**src/rtl/sig_accum_pkg.sv**
```systemverilog
// Shared types, default widths and the signed saturation helper for sig_accum_bins.
package sig_accum_pkg;

  localparam int unsigned ADC_W_DEF = 12;
  localparam int unsigned ACC_W_DEF = 24;
  localparam int unsigned OUT_W_DEF = 16;
  localparam int unsigned BINS_DEF  = 16;
  localparam int unsigned CNT_W_DEF = 10;
  localparam int unsigned SAT_MAX_W = 64;

  typedef enum logic [1:0] {
    IDLE  = 2'd0,
    CLEAR = 2'd1,
    ACQ   = 2'd2,
    DONE  = 2'd3
  } state_t;

  // Clamp a sign-extended value into the signed range of a w-bit word.
  function automatic logic signed [SAT_MAX_W-1:0] sat_signed(
    input logic signed [SAT_MAX_W-1:0] v,
    input int unsigned                 w
  );
    logic signed [SAT_MAX_W-1:0] hi;
    logic signed [SAT_MAX_W-1:0] lo;
    hi = $signed((SAT_MAX_W'(1) << (w - 1)) - SAT_MAX_W'(1));
    lo = ~hi;
    if (v > hi)      return hi;
    else if (v < lo) return lo;
    else             return v;
  endfunction

endpackage

```
**src/rtl/sig_accum_shift_sat.sv**
```systemverilog
// Readout datapath: arithmetic right shift (clamped to ACC_W-1) then saturation to OUT_W.
import sig_accum_pkg::*;

module sig_accum_shift_sat #(
  parameter int unsigned ACC_W = ACC_W_DEF,
  parameter int unsigned OUT_W = OUT_W_DEF
) (
  input  logic [ACC_W-1:0] i_val,
  input  logic [4:0]       i_shift,
  output logic [OUT_W-1:0] o_val_c
);

  localparam int unsigned SH_MAX = ACC_W - 1;

  logic [4:0]                  w_sh;
  logic signed [ACC_W-1:0]     w_shifted;
  logic signed [SAT_MAX_W-1:0] w_wide;

  assign w_sh      = (32'(i_shift) > SH_MAX) ? 5'(SH_MAX) : i_shift;
  assign w_shifted = $signed(i_val) >>> w_sh;
  assign w_wide    = {{(SAT_MAX_W-ACC_W){w_shifted[ACC_W-1]}}, w_shifted};
  assign o_val_c   = OUT_W'(sat_signed(w_wide, OUT_W));

endmodule

```
**src/rtl/sig_accum_bins.sv**
```systemverilog
// Coherent phase-bin accumulator: clears bins, sums ADC samples per bin over acqnum periods,
// then serves shifted/saturated readout. SIG_ACCUM_SAT_EN makes the bin add saturate instead of wrap.
import sig_accum_pkg::*;

module sig_accum_bins #(
  parameter int unsigned ADC_W = ADC_W_DEF,
  parameter int unsigned ACC_W = ACC_W_DEF,
  parameter int unsigned OUT_W = OUT_W_DEF,
  parameter int unsigned BINS  = BINS_DEF,
  parameter int unsigned CNT_W = CNT_W_DEF,
  localparam int unsigned PW   = $clog2(BINS)
) (
  input  logic             clk,
  input  logic             reset,
  input  logic             load,
  input  logic             start,
  input  logic [PW-1:0]    periodnum,
  input  logic [CNT_W-1:0] acqnum,
  input  logic [4:0]       addchoice,
  input  logic             adc_valid,
  input  logic [ADC_W-1:0] adc_data,
  input  logic             rd_en,
  input  logic [PW-1:0]    rd_addr,
  output logic             rd_valid,
  output logic [OUT_W-1:0] rd_data,
  output logic             busy,
  output logic             done,
  output logic             overflow
);

  state_t r_state;
  state_t w_state_nxt;

  logic [PW-1:0]    r_periodnum;
  logic [CNT_W-1:0] r_acqnum;
  logic [4:0]       r_addchoice;
  logic [PW-1:0]    r_bin_ptr;
  logic [CNT_W-1:0] r_period_cnt;
  logic [ACC_W-1:0] r_bin [BINS];

  logic             r_rd_valid;
  logic [OUT_W-1:0] r_rd_data;
  logic             r_busy;
  logic             r_done;
  logic             r_overflow;

  logic             w_idle_or_done;
  logic             w_ptr_last;
  logic             w_period_last;
  logic             w_sample_en;
  logic [CNT_W-1:0] w_acq_target;
  logic [ACC_W-1:0] w_cur;
  logic [ACC_W:0]   w_sum_ext;
  logic             w_add_ovf;
  logic [ACC_W-1:0] w_sum;
  logic [OUT_W-1:0] w_rd_shifted;

  assign w_idle_or_done = (r_state == IDLE) || (r_state == DONE);
  assign w_ptr_last     = (r_bin_ptr == r_periodnum);
  assign w_acq_target   = (r_acqnum == '0) ? CNT_W'(1) : r_acqnum;
  assign w_period_last  = ((r_period_cnt + CNT_W'(1)) == w_acq_target);
  assign w_sample_en    = (r_state == ACQ) && adc_valid;

  // One guard bit catches signed overflow of the bin add.
  assign w_cur     = r_bin[r_bin_ptr];
  assign w_sum_ext = {w_cur[ACC_W-1], w_cur}
                   + {{(ACC_W+1-ADC_W){adc_data[ADC_W-1]}}, adc_data};
  assign w_add_ovf = w_sum_ext[ACC_W] ^ w_sum_ext[ACC_W-1];

`ifdef SIG_ACCUM_SAT_EN
  assign w_sum = !w_add_ovf       ? w_sum_ext[ACC_W-1:0] :
                 w_sum_ext[ACC_W] ? {1'b1, {(ACC_W-1){1'b0}}} :
                                    {1'b0, {(ACC_W-1){1'b1}}};
`else
  assign w_sum = w_sum_ext[ACC_W-1:0];
`endif

  // State register
  always_ff @(posedge clk) begin
    if (reset) r_state <= IDLE;
    else       r_state <= w_state_nxt;
  end

  // Next-state logic
  always_comb begin
    w_state_nxt = r_state;
    case (r_state)
      IDLE:    if (start) w_state_nxt = CLEAR;
      CLEAR:   if (w_ptr_last) w_state_nxt = ACQ;
      ACQ:     if (adc_valid && w_ptr_last && w_period_last) w_state_nxt = DONE;
      DONE:    if (start) w_state_nxt = CLEAR;
      default: w_state_nxt = IDLE;
    endcase
  end

  // Configuration, bin pointer, period counter, status flags
  always_ff @(posedge clk) begin
    if (reset) begin
      r_periodnum  <= '0;
      r_acqnum     <= '0;
      r_addchoice  <= '0;
      r_bin_ptr    <= '0;
      r_period_cnt <= '0;
      r_overflow   <= 1'b0;
      r_busy       <= 1'b0;
      r_done       <= 1'b0;
    end else begin
      if (load && w_idle_or_done) begin
        r_periodnum <= periodnum;
        r_acqnum    <= acqnum;
        r_addchoice <= addchoice;
      end
      case (r_state)
        IDLE, DONE: begin
          if (start) begin
            r_bin_ptr    <= '0;
            r_period_cnt <= '0;
            r_overflow   <= 1'b0;
          end
        end
        CLEAR: r_bin_ptr <= w_ptr_last ? '0 : r_bin_ptr + PW'(1);
        ACQ: begin
          if (adc_valid) begin
            r_bin_ptr <= w_ptr_last ? '0 : r_bin_ptr + PW'(1);
            if (w_ptr_last) r_period_cnt <= r_period_cnt + CNT_W'(1);
            if (w_add_ovf)  r_overflow   <= 1'b1;
          end
        end
        default: ;
      endcase
      r_busy <= (w_state_nxt == CLEAR) || (w_state_nxt == ACQ);
      r_done <= (w_state_nxt == DONE);
    end
  end

  // Bin storage: synchronous write, asynchronous read; untouched by reset
  always_ff @(posedge clk) begin
    if (!reset) begin
      if (r_state == CLEAR)  r_bin[r_bin_ptr] <= '0;
      else if (w_sample_en)  r_bin[r_bin_ptr] <= w_sum;
    end
  end

  sig_accum_shift_sat #(
    .ACC_W (ACC_W),
    .OUT_W (OUT_W)
  ) u_shift_sat (
    .i_val   (r_bin[rd_addr]),
    .i_shift (r_addchoice),
    .o_val_c (w_rd_shifted)
  );

  // Registered read port; busy phases and out-of-range bins read as zero
  always_ff @(posedge clk) begin
    if (reset) begin
      r_rd_valid <= 1'b0;
      r_rd_data  <= '0;
    end else begin
      r_rd_valid <= rd_en;
      r_rd_data  <= (rd_en && w_idle_or_done && (rd_addr <= r_periodnum)) ? w_rd_shifted : '0;
    end
  end

  assign rd_valid = r_rd_valid;
  assign rd_data  = r_rd_data;
  assign busy     = r_busy;
  assign done     = r_done;
  assign overflow = r_overflow;

endmodule

```
**config.mk**
```make
export PLATFORM = sky130hd
export DESIGN_NAME = sig_accum_bins
export DESIGN_NICKNAME = d
export VERILOG_FILES = /design/src/rtl/sig_accum_pkg.sv /design/src/rtl/sig_accum_shift_sat.sv /design/src/rtl/sig_accum_bins.sv
export SDC_FILE = /design/constraint.sdc
export NUM_CORES = 1
export LEC_CHECK = 0
export ABC_AREA = 1
export CAP_MARGIN = 25
export CORE_MARGIN = 1.5
export CORE_UTILIZATION = 55
export DETAILED_ROUTE_END_ITERATION = 6
export PLACE_DENSITY_LB_ADDON = 0.25
export SYNTH_ARGS = -nofsm -noshare
export SYNTH_HDL_FRONTEND = slang
export SYNTH_SLANG_ARGS = --single-unit
```
**constraint.sdc**
```tcl
create_clock -name clk -period 6.35 [get_ports clk]
set_input_delay 0.9525 -clock clk [delete_from_list [all_inputs] [get_ports clk]]
set_output_delay 0.9525 -clock clk [all_outputs]
set_load 0.01 [all_outputs]
```
Word-level counts from Yosys, hierarchy flattened:

Memory sizes are Yosys's and may differ from the RTL's. A register that Yosys moved wholly into a read port is not among the register bits.
Cells that the tools add are included.

* input port bits: 41
* flip-flop bits (word level): 55
* memories kept: 1
* bits in writable memories: 384

* shift-type cells: 1
* reductions and logical operators: 17
* equal/unequal tests: 12
* bitwise operators: 3
* magnitude comparators: 4
* add/sub/neg operators: 3
* mux-type cells: 30

Memory list
* r_bin: words 16, bits a word 24, read ports 2, clocked after Yosys merged registers in 1, write ports 1, RTL line sig_accum_bins.sv:39 `logic [ACC_W-1:0] r_bin [BINS];`

Operators with widths (number)
* 10-bit 2-to-1 mux: 4
* 24-bit by 12-bit adder with 25-bit output: 1
* 24-bit by 16-bit greater-than comparator with 1-bit output (second input constant): 1
* 24-bit by 16-bit less-than comparator with 1-bit output (second input constant): 1
* 24-bit 2-to-1 mux: 1
* 24-bit by 5-bit >>> shifter with 24-bit output: 1
* 4-bit 2-to-1 mux: 5
* 10-bit one-hot mux with 2 select lines: 1
* 16-bit 2-to-1 mux: 1
* 15-bit 2-to-1 mux: 1
* 4-bit one-hot mux with 3 select lines: 1
* 10-bit by 1-bit adder with 10-bit output (second input constant): 1
* 10-bit == test: 1
* 10-bit zero test: 1
* 1-bit 2-to-1 mux: 10
* 2-bit == test (second input constant): 4
* 4-bit AND reduction: 2
* 1-bit logical AND: 6
* 2-bit 2-to-1 mux: 3
* 2-bit != test (second input constant): 3
* 2-bit one-hot mux with 3 select lines: 1
* 5-bit greater-than comparator (second input constant): 1
* 5-bit 2-to-1 mux: 1
* 4-bit by 1-bit adder with 4-bit output (second input constant): 1
* other kinds (14): 17

Longest topological paths before layout:

* depth after elaboration: 8
* mapped depth: 25
* mapped depth without buffers: 23

Cells and area by module:

A second synthesis with hierarchy kept.

* cell total of the unflattened synthesis: 2781
* area total of the unflattened synthesis: 24344.6 um^2

Modules (own cells, without submodules)
* sig_accum_bins: area an instance 22708.0 um^2, cells each 2475, seq. area each 12712.2 um^2, times used 1
* sig_accum_shift_sat: area an instance 1636.6 um^2, cells each 306, seq. area each 0.0 um^2, times used 1

Worst setup path before layout:

No wires, ideal clock.

* path type: register to register
* start point: register with a tool-made name
* end point: memory r_bin[0][14] (netlist bit) (data pin)
* required time: 6073 ps
* cell stages (with the launch flop): 21
* setup slack: 2613 ps
* path buffers: 3
* period minus slack after synthesis: 3737 ps
* data arrival time: 3461 ps
* library setup time: 277 ps
* cells stage by stage: dfxtp_1 > clkbuf_1 > clkbuf_1 > clkbuf_1 > nor2_1 > a21oi_1 > o21ai_0 > o211ai_1 > nand2_1 > ha_1 > a21oi_1 > o21ai_0 > a21oi_1 > o21ai_0 > nand2_1 > nand2_1 > inv_1 > o21ai_0 > a31oi_1 > xor2_1 > nor2_1

RTL lines (RTL line)
* end: declaration: sig_accum_bins.sv:39

==> results.sh <==
export IMPL_numCtsBuffers=50
export IMPL_cp_cell_sequence="inv_4, a21oi_1, o21ai_0, o21ai_0, o211ai_1, nand2_1, ha_1, a21oi_1, nand2_1, nand2_1, nand2_1, a21oi_1, inv_1, a21oi_1, inv_1, nand2_1, nand3_1, nand2_1, nand2_1, nand2_1, nand2_1, a21oi_1"
export IMPL_cpPeakStageDelay_ns=0.75
export IMPL_postSynth_asyncResetShare=0
export IMPL_syn_instance_count=2747
export IMPL_core_area_mm2=0.04289
export IMPL_worstSetupPathType="reg -> reg"
export IMPL_final_util=0.6236
export IMPL_clock_latency_ns=0.62
export IMPL_hold_viol=0
export IMPL_power_density_mw_per_mm2=366.8
export IMPL_clk_pin_slew_ns=0.06
export IMPL_max_slew_margin_rel=0.3069
export IMPL_finalCritPeriodShare=0.7711
export IMPL_rows=76
export IMPL_grt_pass1_wl_um=114100
export IMPL_antenna_found_initial=0
export IMPL_path_max_fanout=79
export IMPL_wl_met1_um=29240
export IMPL_max_freq_ghz=0.2042
export IMPL_clock_path_buffers=3
export IMPL_num_antenna_cells=0
export IMPL_ios=61
export IMPL_rsz0062_at_grt="false"
export IMPL_holdCritPathClass="reg -> reg"
export IMPL_status="finished clean"
export IMPL_drc_errors=0
export IMPL_rr_worst_depth=22
export IMPL_tns_ns=0
export IMPL_initial_core_util=0.5557
export IMPL_cpMostUsedCell="nand2_1"
export IMPL_synth_edf_count=384
export IMPL_cts_num_sinks=443
export IMPL_power_total_mw=9.808
export IMPL_cts_setup_buffers=0
export IMPL_ys_ff_latch=443
export IMPL_critPathLaunchType="flop"
export IMPL_power_switching_mw=3.656
export IMPL_final_common_cell="nand2_1"
export IMPL_grt_max_degree=158
export IMPL_htree_levels=2
export IMPL_hpwlAfterDp_um=45700
export IMPL_synth_area_mm2=0.02383
export IMPL_worst_clock_skew_ns=0.03091
export IMPL_ys_warn_count=0
export IMPL_routed_wl_um=75360
export IMPL_r2r_end="r_bin[10][21]$_DFFE_PP_"
export IMPL_routedWlPerCell_um=22.39
export IMPL_maxUsedRoutingLayer="met4"
export IMPL_fin_crit_ns=4.897
export IMPL_port_buffers=60
export IMPL_reg2reg_slack_ns=1.45
export IMPL_end_kind="flop"
export IMPL_areaGrowthSynthToFinish_pct=12.21
export IMPL_cts_resized=0
export IMPL_finalInstanceArea_mm2=0.02674
export IMPL_gr_total_overflow=0
export IMPL_clockRootBuffer="clkbuf_16"
export IMPL_worstPathArrival_ns=5.18
export IMPL_grt_usage=0.3374
export IMPL_p_sw_frac=0.3727
export IMPL_combPwrFrac=0.344
export IMPL_crit_required_ns=6.63
export IMPL_placed_area_mm2=0.02494
export IMPL_slew_viol_final=0
export IMPL_grt_pass1_vias=20010
export IMPL_gp_congestion=0.9906
export IMPL_cts_hold_buffers=0
export IMPL_firstDrtPassIters=6
export IMPL_worstMarginPinSlew_ns=1.040
export IMPL_die_y_um=211.2
export IMPL_syn_num_nets=2825
export IMPL_via_per_inst=6.310
export IMPL_critPathCapture="r_bin[10][21]$_DFFE_PP_"
export IMPL_die_area_mm2=0.04459
export IMPL_leakagePower_nw=10.26
export IMPL_synth_seq_area_share=0.5334
export IMPL_setup_viol=0
export IMPL_nets=2818
export IMPL_drtIter0Drc=3217
export IMPL_synth_distinct_cells=43
export IMPL_syn_area_per_cell_um2=8.676
export IMPL_critical_path_slowest_cell="a21oi_1"
export IMPL_wl_met3_um=8367
export IMPL_cts_tree="built"
export IMPL_die_w_um=211.2
export IMPL_route_met2_wl_um=34780
export IMPL_ir_drop_v=0.0002863
export IMPL_maxCapViolations=0
export IMPL_seqPwrFrac=0.348
export IMPL_intPower_mw=6.152
export IMPL_drive_gt1_frac=0.07300
export IMPL_synth_main_ff_cell="edfxtp_1"
export IMPL_vias=21240
export IMPL_clkPwrFrac=0.309
export IMPL_mostFrequentLayoutCells="nand2_1 (482), nand3_1 (425), edfxtp_1 (384)"
export IMPL_postRouteAntennaNets=0
[cell usage after synthesis (2+ instances only)]
cell / count / area, µm²
ha_1: 36 / 450.4
buf_4: 15 / 112.6
o21a_1: 2 / 15.01
nor4_1: 2 / 12.51
buf_2: 41 / 205.2
a21oi_1: 195 / 975.9
xor2_1: 13 / 113.9
o211a_1: 2 / 20.02
xnor2_1: 5 / 43.79
buf_6: 9 / 101.4
edfxtp_1: 384 / 11530
nand3_1: 425 / 2127
o221ai_1: 53 / 464.2
o211ai_1: 58 / 435.4
nor3_1: 6 / 30.03
nand2_2: 3 / 18.77
o22ai_1: 5 / 31.28
dfxtp_1: 59 / 1181
o21bai_1: 4 / 30.03
or2_2: 27 / 168.9
nand4_1: 9 / 56.30
a31oi_1: 4 / 25.02
inv_2: 5 / 18.77
nand2_1: 482 / 1809
clkbuf_1: 93 / 349.1
buf_1: 22 / 82.58
o21ai_0: 310 / 1551
a221oi_1: 2 / 17.52
nor2_1: 249 / 934.7
inv_1: 205 / 769.5
o21ai_1: 10 / 50.05
[per-stage QoR]
stage	hold WS [ns]	cells	setup WS, ns
after floorplan	0.4434	2747	2.613
after global placement	0.4472	3260	1.679
after detailed placement	0.4419	3266	1.631
after CTS	0.4511	3359	1.566
after global routing	0.4881	3366	1.062
final	0.4472	3366	1.453
[state kept, by name, summed over array words and instances, names as in the netlist, named ones only]
name and cells:
rd_valid 1, r_acqnum 10, rd_data 16, done 1
overflow 1, r_state 2, r_bin 384, r_period_cnt 10
r_periodnum 4, r_bin_ptr 4, busy 1, r_addchoice 5
[power groups by stage]
stage	clock network (mW)	registers [mW]	logic, mW
floorplan	0	3.44	2.35
global placement	0	3.46	3.17
detailed placement	0	3.47	3.24
CTS	3.05	3.41	3.26
global route	3.15	3.42	3.71
finish	3.03	3.41	3.37
[critical path, delay by kind of cell, from the launching register on]
kind | cells | cell delay [ns]
AO/OA/AOI/OAI | 8 | 2.03
AND/OR/NAND/NOR | 10 | 0.85
buffers and inverters | 3 | 0.83
flip-flops | 1 | 0.45
adder cells (fa/ha/maj) | 1 | 0.38
[worst min-delay path by stage]
stage                                        start                  endpoint  slack [ns]  cells after the start
final                        overflow$_SDFFE_PP0P_     overflow$_SDFFE_PP0P_        0.45                      2
after global routing         overflow$_SDFFE_PP0P_     overflow$_SDFFE_PP0P_        0.49                      2
after CTS                    overflow$_SDFFE_PP0P_     overflow$_SDFFE_PP0P_        0.45                      2
after detailed placement     overflow$_SDFFE_PP0P_     overflow$_SDFFE_PP0P_        0.44                      2
after global placement       overflow$_SDFFE_PP0P_     overflow$_SDFFE_PP0P_        0.45                      2
after floorplan           r_acqnum[0]$_SDFFE_PP0P_  r_acqnum[0]$_SDFFE_PP0P_        0.44                      2
[metal layers]
layer	global-route usage	up-vias
li1	-	9633
met1	0.4515	9971
met2	0.5366	1400
met3	0.06185	234
met4	0.1532	0
met5	0	-
[area by class of cell]
| class | count | area, µm² |
|---|---|---|
| fill | 3523 | 16140 |
| sequential | 443 | 12720 |
| multi-input combinational | 1912 | 9593 |
| clock buffer | 62 | 1369 |
| timing repair buffer | 122 | 1170 |
| inverter | 211 | 797.0 |
| tap | 585 | 732.0 |
| clock inverter | 31 | 364.1 |
[logic make-up (layout without fill, tap and decap cells)]
| kind of cell | after synthesis | after routing | share of synthesized area |
|---|---|---|---|
| simple gates | 1207 | 1207 | 0.2176 |
| flops | 443 | 443 | 0.5334 |
| xor+xnor | 18 | 18 | 0.006615 |
| fa+ha+maj | 37 | 37 | 0.01974 |
| compound gates | 650 | 650 | 0.1535 |
| buf+inv | 392 | 426 | 0.06914 |
Note: power is estimated with default switching activity, not from simulation.
